===== src/rtl/rv32_mul_sequencer.sv =====
`default_nettype none
// ============================================================================
//  Module   : rv32_mul_sequencer
//  Purpose  : Iterative radix-2 shift-add multiplier for RV32M MUL, MULH,
//             MULHSU and MULHU. It multiplies the operand magnitudes over
//             32 iterations (or fewer with early-out), applies a sign
//             fix-up, and returns a one-cycle result strobe.
//  Revision : 1.0 - initial release
// ----------------------------------------------------------------------------
//  Build option:
//    RV32_MUL_EARLY_OUT_EN - when defined, CALC exits as soon as the
//                            remaining multiplier bits are all zero. Results
//                            are identical; only the latency changes.
// ----------------------------------------------------------------------------
//  Ports:
//    clk         in   1   core clock, rising edge
//    rst         in   1   synchronous active-high reset
//    req_valid   in   1   request present
//    req_ready   out  1   unit can accept a request this cycle
//    req_op      in   2   00 MUL, 01 MULH, 10 MULHSU, 11 MULHU
//    req_a       in  32   rs1 operand
//    req_b       in  32   rs2 operand
//    kill        in   1   pipeline flush, abandons the in-flight operation
//    busy        out  1   operation in flight (CALC or SIGN)
//    resp_valid  out  1   one-cycle result strobe
//    resp_data   out 32   result, held until the next resp_valid
// ============================================================================
module rv32_mul_sequencer (
    input  logic        clk,
    input  logic        rst,
    input  logic        req_valid,
    output logic        req_ready,
    input  logic [1:0]  req_op,
    input  logic [31:0] req_a,
    input  logic [31:0] req_b,
    input  logic        kill,
    output logic        busy,
    output logic        resp_valid,
    output logic [31:0] resp_data
);

    // ------------------------------------------------------------------------
    // Encodings
    // ------------------------------------------------------------------------
    localparam logic [1:0] ST_IDLE   = 2'd0;
    localparam logic [1:0] ST_CALC   = 2'd1;
    localparam logic [1:0] ST_SIGN   = 2'd2;
    localparam logic [1:0] ST_DONE   = 2'd3;

    localparam logic [1:0] OP_MUL    = 2'b00;
    localparam logic [1:0] OP_MULH   = 2'b01;
    localparam logic [1:0] OP_MULHSU = 2'b10;
    localparam logic [1:0] OP_MULHU  = 2'b11;

    localparam logic [4:0] C_LAST_CNT = 5'd31;

    // ------------------------------------------------------------------------
    // State and datapath registers
    // ------------------------------------------------------------------------
    logic [1:0]  state_q,     state_d;
    logic [63:0] mcand_q,     mcand_d;
    logic [31:0] mplier_q,    mplier_d;
    logic [63:0] prod_q,      prod_d;
    logic [4:0]  cnt_q,       cnt_d;
    logic        neg_q,       neg_d;
    logic [1:0]  op_q,        op_d;
    logic [31:0] resp_data_q, resp_data_d;

    // ------------------------------------------------------------------------
    // Operand decode on the request side
    // ------------------------------------------------------------------------
    logic        w_accept;
    logic        w_a_signed;
    logic        w_b_signed;
    logic        w_sign_a;
    logic        w_sign_b;
    logic [32:0] w_a_ext;
    logic [32:0] w_a_mag;
    logic [32:0] w_b_ext;
    logic [32:0] w_b_mag;

    assign w_accept   = req_valid && req_ready;

    // rs1 is unsigned only for MULHU; rs2 is signed only for MUL/MULH.
    assign w_a_signed = (req_op != OP_MULHU);
    assign w_b_signed = (req_op == OP_MUL) || (req_op == OP_MULH);

    assign w_sign_a   = w_a_signed && req_a[31];
    assign w_sign_b   = w_b_signed && req_b[31];

    // Magnitudes are formed on a 33-bit sign-extended value so that
    // 0x80000000 negates to +2^31 instead of wrapping back to itself.
    assign w_a_ext    = {w_sign_a, req_a};
    assign w_b_ext    = {w_sign_b, req_b};
    assign w_a_mag    = w_sign_a ? (~w_a_ext + 33'd1) : w_a_ext;
    assign w_b_mag    = w_sign_b ? (~w_b_ext + 33'd1) : w_b_ext;

    // ------------------------------------------------------------------------
    // Iteration and fix-up arithmetic
    // ------------------------------------------------------------------------
    logic [63:0] w_prod_add;
    logic [63:0] w_prod_fix;
    logic        w_calc_last;

    assign w_prod_add = mplier_q[0] ? (prod_q + mcand_q) : prod_q;
    assign w_prod_fix = neg_q ? (~prod_q + 64'd1) : prod_q;

`ifdef RV32_MUL_EARLY_OUT_EN
    // Once the bits left after this shift are all zero, further iterations
    // would only add zero, so the product is already complete.
    assign w_calc_last = (cnt_q == C_LAST_CNT) || (mplier_q[31:1] == 31'd0);
`else
    assign w_calc_last = (cnt_q == C_LAST_CNT);
`endif

    // ------------------------------------------------------------------------
    // Next-state logic
    // ------------------------------------------------------------------------
    always_comb begin
        state_d     = state_q;
        mcand_d     = mcand_q;
        mplier_d    = mplier_q;
        prod_d      = prod_q;
        cnt_d       = cnt_q;
        neg_d       = neg_q;
        op_d        = op_q;
        resp_data_d = resp_data_q;

        case (state_q)
            ST_IDLE: begin
                state_d = ST_IDLE;
            end
            ST_CALC: begin
                prod_d   = w_prod_add;
                mcand_d  = {mcand_q[62:0], 1'b0};
                mplier_d = {1'b0, mplier_q[31:1]};
                cnt_d    = cnt_q + 5'd1;
                if (w_calc_last) begin
                    state_d = ST_SIGN;
                end
            end
            ST_SIGN: begin
                prod_d  = w_prod_fix;
                state_d = ST_DONE;
                // A killed operation must leave the previous result visible.
                if (!kill) begin
                    resp_data_d = (op_q == OP_MUL) ? w_prod_fix[31:0]
                                                   : w_prod_fix[63:32];
                end
            end
            ST_DONE: begin
                state_d = ST_IDLE;
            end
            default: begin
                state_d = ST_IDLE;
            end
        endcase

        // Accept is only possible from IDLE or DONE (req_ready), so this
        // load never collides with an iteration in progress.
        if (w_accept) begin
            mcand_d  = {31'd0, w_a_mag};
            mplier_d = w_b_mag[31:0];
            neg_d    = w_sign_a ^ w_sign_b;
            prod_d   = 64'd0;
            cnt_d    = 5'd0;
            op_d     = req_op;
            state_d  = ST_CALC;
        end

        if (kill) begin
            state_d = ST_IDLE;
        end
    end

    // ------------------------------------------------------------------------
    // Registers
    // ------------------------------------------------------------------------
    always_ff @(posedge clk) begin
        if (rst) begin
            state_q     <= ST_IDLE;
            mcand_q     <= 64'd0;
            mplier_q    <= 32'd0;
            prod_q      <= 64'd0;
            cnt_q       <= 5'd0;
            neg_q       <= 1'b0;
            op_q        <= OP_MUL;
            resp_data_q <= 32'd0;
        end else begin
            state_q     <= state_d;
            mcand_q     <= mcand_d;
            mplier_q    <= mplier_d;
            prod_q      <= prod_d;
            cnt_q       <= cnt_d;
            neg_q       <= neg_d;
            op_q        <= op_d;
            resp_data_q <= resp_data_d;
        end
    end

    // ------------------------------------------------------------------------
    // Outputs
    // ------------------------------------------------------------------------
    assign req_ready  = !kill && ((state_q == ST_IDLE) || (state_q == ST_DONE));
    assign busy       = (state_q == ST_CALC) || (state_q == ST_SIGN);
    assign resp_valid = (state_q == ST_DONE);
    assign resp_data  = resp_data_q;

    // MULHSU is decoded through w_a_signed/w_b_signed; the named constant
    // documents the encoding table.
    logic w_unused_ok;
    assign w_unused_ok = (OP_MULHSU == 2'b10);

endmodule
`default_nettype wire


===== config.mk =====
export PLATFORM = sky130hd
export DESIGN_NAME = rv32_mul_sequencer
export DESIGN_NICKNAME = d
export VERILOG_FILES = /design/src/rtl/rv32_mul_sequencer.sv
export SDC_FILE = /design/constraint.sdc
export NUM_CORES = 1
export LEC_CHECK = 0
export ABC_AREA = 0
export BUFFER_PORTS_ARGS = -buffer_cell sky130_fd_sc_hd__buf_2
export CELL_PAD_IN_SITES_DETAIL_PLACEMENT = 2
export CELL_PAD_IN_SITES_GLOBAL_PLACEMENT = 2
export CORE_MARGIN = 1
export CORE_UTILIZATION = 39
export DETAILED_ROUTE_END_ITERATION = 6
export PLACE_DENSITY = 0.95
export SYNTH_ARGS = -nofsm -noshare
export SYNTH_HDL_FRONTEND = slang
export SYNTH_SLANG_ARGS = --single-unit

===== constraint.sdc =====
create_clock -name clk -period 6.68 [get_ports clk]
set_clock_uncertainty 0.2 [all_clocks]
set_input_delay 1.002 -clock clk [delete_from_list [all_inputs] [get_ports clk]]
set_output_delay 1.002 -clock clk [all_outputs]
set_load 0.02 [all_outputs]

==> metrics.cfg, run 1 <==
[sta]
rsz0062_at_grt=no
period_minus_slack_ns=5.100
hold_violations=0
maxSlewViolCount=0
finalSetupViolCount=0
slew_headroom_pct=11.63
fmax_mhz=196.1
finalCritPeriodShare_pct=76.35
tns_ns=0
tightestPinTransition_ns=1.323

[critical_path]
max_stage_delay_ns=0.94
crit_type=reg2reg
cp_data_arrival_time_ns=5.34
critPathBufInv=0
cpLargestDelayFamily=compound AO/OA/AOI/OAI gates
cp-start-kind=flip-flop
crit_path_top_delay_cell=o31ai_1
path_max_fanout=6
critPathRequiredTime_ns=6.92
endpoint_kind=flip-flop
crit_chain=ha_1 -> nand3_1 -> nor2_1 -> o21ai_0 -> o21ai_0 -> a31oi_1 -> o31ai_1 -> a41oi_1 -> mux2i_1 -> a221oi_1 -> nor2_1

[power]
p_int_uw=2486
peakVddDrop_mv=0.1719
p_comb_share_pct=21.9
p_seq_share_pct=34.3
leakage_uw=0.006632
p_clk_share_pct=43.8
switchingPower_uw=1360
power_per_cell_area_mw_per_mm2=224.4
netSwitchingFraction_pct=35.35

[clock_tree]
postCtsSetupRepairBufs=0
cts-htree-levels=1
cts_root_buf=clkbuf_16
cts_hold_buffers=0
ctsResizeCount=0
cts_buffer_depth=3
numCtsBuffers=26
clkTransAtPathRegs_ns=0.08
cts.sinks=202
tritoncts=yes
clock_latency_ns=0.59

[floorplan]
die_x_um=200.6
fp-row-count=72
coreArea_sq_mm=0.03874
initial_utilization_pct=39.72
die_y_um=200.6
dieArea_sq_mm=0.04025
ios=105

[detailed_routing]
wl_um=90290
post_drt_wl_per_cell_um=34.84
wl_met2_um=41210
dr_total_vias=18613
wl_met3_um=8402
wl_met1_um=31760
drt_iter0_drc=2000
first_pass_iters=5
ant_nets=0
highest_layer=met5
via_per_inst=7.181
drc=0

[finish]
area_delta_synth_final_pct=11.37
fillers=4388
stdcell_area_sq_mm=0.01714
drive_gt1_share_pct=9.522
fin_nets=2191

[logic_synthesis]
synth_area_leaders=dfxtp_1 26%, mux2i_1 6.4%, a21oi_1 6.3%
synthesis.nets=2189
ys_seq_area_share_pct=26.28
syn_avg_cell_area_sq_um=7.517
synthArstFlopShare_pct=0
synth_flop_cell=dfxtp_1
synth_top_area_cell=dfxtp_1
syn_area_sq_mm=0.01539
synth_common_cells=232 x nor2_1, 223 x nand2_1, 202 x dfxtp_1
synth_cell_types=69
synthCells=2047
synth_edf_count=0
yosys_warnings=0
ys_ff_latch=202
synthMostInstantiatedCell=nor2_1
yosys.area.top_type_share_pct=26.28

[placement]
post_dp_cell_area_sq_mm=0.01617
place.gp.congestion=0.9323
dp_hpwl_um=55410
port_buffers=104

[global_route]
grt_pass1_wl_um=134300
grt_overflow_total=0
grt_start_max_net_pins=73
antenna_found_initial=14
grt_pass1_vias=20285
grtUsageTotal_pct=43.83

[status]
status=completed

[job]
max_cap_violations=0

[hold_path]
hold_class=reg2reg

-- cells by family after synthesis --
family | count (synthesis) | synth area share [%]
adder cells (fa/ha/maj) | 72 | 5.903
flip-flops | 202 | 26.28
multiplexers | 98 | 6.375
AO/OA/AOI/OAI | 636 | 26.76
buffers and inverters | 174 | 4.310
XOR/XNOR | 167 | 9.506
AND/OR/NAND/NOR | 698 | 20.87
-- cell usage in the layout (no fill, tap or decap), drive strengths merged, types with 15 or more instances in the layout --
cell,synthesis,final
ha,71,71
nor3,52,52
a21o,38,38
dfxtp,202,202
nand4,37,37
xor2,78,78
nor2,232,232
nand2,223,223
a21oi,195,195
o31ai,32,32
nor4,21,21
xnor2,89,89
mux2i,98,98
a211oi,88,88
nand3,19,19
o21ai,127,127
clkbuf,121,34
nand2b,19,19
o211ai,15,15
buf,24,119
inv,29,29
or3,20,20
o22ai,24,24
-- layout make-up --
class / instances / area [sq um] / share of cell area [%]
Multi-Input combinational cell: 1671 / 10730 / 62.62
Sequential cell: 202 / 4045 / 23.61
Clock buffer: 34 / 732.0 / 4.271
Tap cell: 518 / 648.1 / 3.782
Timing Repair Buffer: 119 / 633.1 / 3.695
Clock inverter: 14 / 225.2 / 1.314
Inverter: 29 / 108.9 / 0.6352
Antenna cell: 5 / 12.51 / 0.07301
-- sequential cells by signal, summed over array words and instances, names as in the netlist --
name and cells:
prod_q 64, mplier_q 32, neg_q 1, op_q 2, state_q 2, mcand_q 64, resp_data 32, cnt_q 5
-- layer usage --
layer	vias up	track usage (%)
met5	-	0.3571
met4	14	36.75
met3	630	13.31
met2	1360	71.80
met1	9155	46.33
li1	7454	-
-- worst paths after layout --
| check | from | end | slack, ns | cells past startpoint |
|---|---|---|---|---|
| worst min register to register | resp_data[23] | resp_data[23] | 0.30 | 1 |
| worst min-delay path | resp_data[23] | resp_data[23] | 0.30 | 1 |
| worst max register to register | prod_q[2] | prod_q[55] | 1.58 | 11 |
| worst max-delay path | prod_q[2] | prod_q[55] | 1.58 | 11 |
-- power groups by stage --
stage / logic, uW / registers, uW / clock network (uW)
detailed placement: 734 / 1330 / 0
CTS: 790 / 1310 / 1670
floorplan: 486 / 1300 / 0
global route: 860 / 1320 / 1710
finish: 842 / 1320 / 1690
global placement: 663 / 1320 / 0
-- stage by stage --
step                hold slack [ns]  instances  utilization, %  total power, uW  setup slack (ns)
floorplan                    0.2440       2047               -             1791             3.091
global placement             0.2451       2539           41.73             1987             2.556
detailed placement           0.2544       2539           41.73             2067             1.898
CTS                          0.2957       2587           44.21             3776             1.836
global route                 0.3205       2589           44.22             3887             1.471
finish                       0.3001       2592           44.24             3846             1.580
No activity file was read; power rests on OpenSTA's default activity.
==> run 2: changes to the inputs <==
Settings changed: CORE_UTILIZATION 39 to 36, PLACE_DENSITY 0.95 to 0.91.
Clock period 6.68 ns to 5 ns, I/O delays scaled along.
==> run 2 against run 1 <==
  * Wire length decreased by 15%
  * Count of clock-buffer cells in the layout increased by 7
  * Global-route usage decreased by 9.7 points
  * Via count decreased by 7.4%
  * Sequential cell count unchanged
  * Critical path depth increased by 1
  * Power increased by 26%
  * Combinational power increased by 27%
  * Hold slack got worse by 0.077 ns
  * Final cell count increased by 0.89%
==> metrics.cfg, run 2 (synthesis gave the netlist of run 1 again) <==
[sta]
finalSetupViolCount=0  ; unchanged
fmax_mhz=213.4  ; +8.9%
hold_violations=0  ; unchanged
maxSlewViolCount=0  ; unchanged
rsz0062_at_grt=no
slew_headroom_pct=15.47  ; +3.8 points
period_minus_slack_ns=4.685  ; -0.4151 ns
tightestPinTransition_ns=1.267  ; -0.05629 ns
finalCritPeriodShare_pct=93.71  ; +17 points
tns_ns=0  ; unchanged

[floorplan]
die_y_um=208.7  ; +4.0%
ios=105  ; unchanged
die_x_um=208.7  ; +4.0%
coreArea_sq_mm=0.04204  ; +8.5%
dieArea_sq_mm=0.04357  ; +8.2%
fp-row-count=75  ; +4.2%
initial_utilization_pct=36.60  ; -3.1 points

[finish]
fin_nets=2198  ; +0.32%
area_delta_synth_final_pct=11.36  ; about the same
instances_no_fill=2615  ; +0.89%
layout_commonest_cell=nor2_1
diodes=0  ; -5
drive_gt1_share_pct=9.634  ; +0.11 points
reg_top3=mcand_q (64), prod_q (64)
stdcell_area_sq_mm=0.01714  ; about the same
finish.utilization_pct=40.76  ; -3.5 points
fillers=4774  ; +8.8%
layout_common_cells=230 x nor2_1, 222 x nand2_1, 201 x dfxtp_1, 195 x a21oi_1, 123 x o21ai_0

[power]
peakVddDrop_mv=0.2732  ; +59%
power_per_cell_area_mw_per_mm2=283.8  ; +26%
leakage_uw=0.006637  ; about the same
power_uw=4863  ; +26%

[clock_tree]
clkTransAtPathRegs_ns=0.07  ; about the same
numCtsBuffers=26  ; unchanged
clock_latency_ns=0.59  ; about the same
cts_hold_buffers=0  ; unchanged
tritoncts=yes
cts-htree-levels=1  ; unchanged
cts_buffer_depth=3  ; unchanged
cts_root_buf=clkbuf_16
ctsResizeCount=0  ; unchanged
postCtsSetupRepairBufs=0  ; unchanged
cts.sinks=202  ; unchanged

[detailed_routing]
dr_total_vias=17233  ; -7.4%
drt_iter0_drc=1364  ; -32%
first_pass_iters=6  ; +1
drc=0  ; unchanged
ant_nets=0  ; unchanged
via_per_inst=6.590  ; -8.2%
wl_um=76780  ; -15%
post_drt_wl_per_cell_um=29.36  ; -16%

[global_route]
antenna_found_initial=0  ; -14
grt_pass1_vias=18693  ; -7.8%
grt_overflow_total=0  ; unchanged
grt_start_max_net_pins=99  ; +36%
grtUsageTotal_pct=34.16  ; -9.7 points
grt_pass1_wl_um=115900  ; -14%

[critical_path]
cp-start-kind=flip-flop
reg2regPathDepth=12  ; +1
rrSetupSlack_ns=0.31  ; -1.26 ns
r2r_end=prod_q[50]
path_max_fanout=7  ; +1
endpoint_kind=flip-flop
cp_data_arrival_time_ns=4.94  ; -0.40 ns
r2r_start=prod_q[10]
critPathRequiredTime_ns=5.26  ; -1.66 ns
crit_type=reg2reg

[placement]
port_buffers=104  ; unchanged
dp_hpwl_um=49740  ; -10%
dp_cells=2567  ; +1.1%
post_dp_cell_area_sq_mm=0.01625  ; +0.50%
place.gp.congestion=0.9364  ; +0.44%

[hold_path]
min_to=state_q[1]
hold_start=kill
hold_class=in2reg
hold_depth=2  ; +1

[status]
status=completed

[job]
max_cap_violations=0  ; unchanged

## run 2: changes by cell type in the layout (fill, tap and decap cells not counted), sizes merged
cell,previous run,this run
buf,119,126
bufinv,6,2
clkbuf,34,41
clkinv,6,5
clkinvlp,2,0
diode,5,0
## run 2: power breakdown
| part | internal [uW] | switching [uW] | leakage [uW] | total (uW) |
|---|---|---|---|---|
| Clock | 1170 | 869 | 0.000435 | 2040 |
| Combinational | 318 | 748 | 0.00456 | 1070 |
| Sequential | 1670 | 86.3 | 0.00164 | 1760 |
## run 2: worst max path at each step
stage | start | to | slack (ns) | cells after the start
final | prod_q[10] | prod_q[50] | 0.31 | 12
after global routing | prod_q[10] | prod_q[50] | 0.28 | 12
after CTS | prod_q[10] | prod_q[50] | 0.53 | 12
after detailed placement | prod_q[4] | prod_q[63] | 0.79 | 12
after global placement | prod_q[11] | prod_q[50] | 0.92 | 12
after floorplan | prod_q[16] | resp_data[26] | 1.60 | 9
## run 2: metrics by stage
stage	setup WS (ns)	hold slack, ns
5_1_grt	0.2827	0.2392
6_report	0.3147	0.2235
3_5_place_dp	0.7864	0.2550
3_3_place_gp	0.9221	0.2427
4_1_cts	0.5347	0.2051
2_1_floorplan	1.596	0.2440
## run 2: worst max-delay path, stage by stage, from the launching register on
cell and delay [ns]:
dfxtp_1 0.51, ha_1 0.39, a21oi_1 0.36, a21oi_1 0.15, a211oi_1 0.53, nand2_1 0.25
o21ai_0 0.77, o41ai_1 0.19, buf_4 0.21, a21oi_1 0.30, mux2i_1 0.32, a31oi_1 0.13
a31o_2 0.22
## run 2: layer usage
metal | vias up | share of wire, % | track usage, %
met3 | 279 | 5.5 | 4.929
li1 | 7471 | - | -
met2 | 763 | 48 | 58.62
met1 | 8720 | 40 | 39.54
met5 | - | 0 | 0
met4 | 0 | 7.2 | 22.64
## run 2: cell type report
cell class | instances | area (sq um) | area share [%]
Tap cell | 539 | 674.4 | 3.936
Clock inverter | 7 | 110.1 | 0.6426
Sequential cell | 202 | 4045 | 23.61
Timing Repair Buffer | 126 | 688.2 | 4.016
Multi-Input combinational cell | 1671 | 10730 | 62.63
Inverter | 29 | 108.9 | 0.6353
Clock buffer | 41 | 777.0 | 4.534
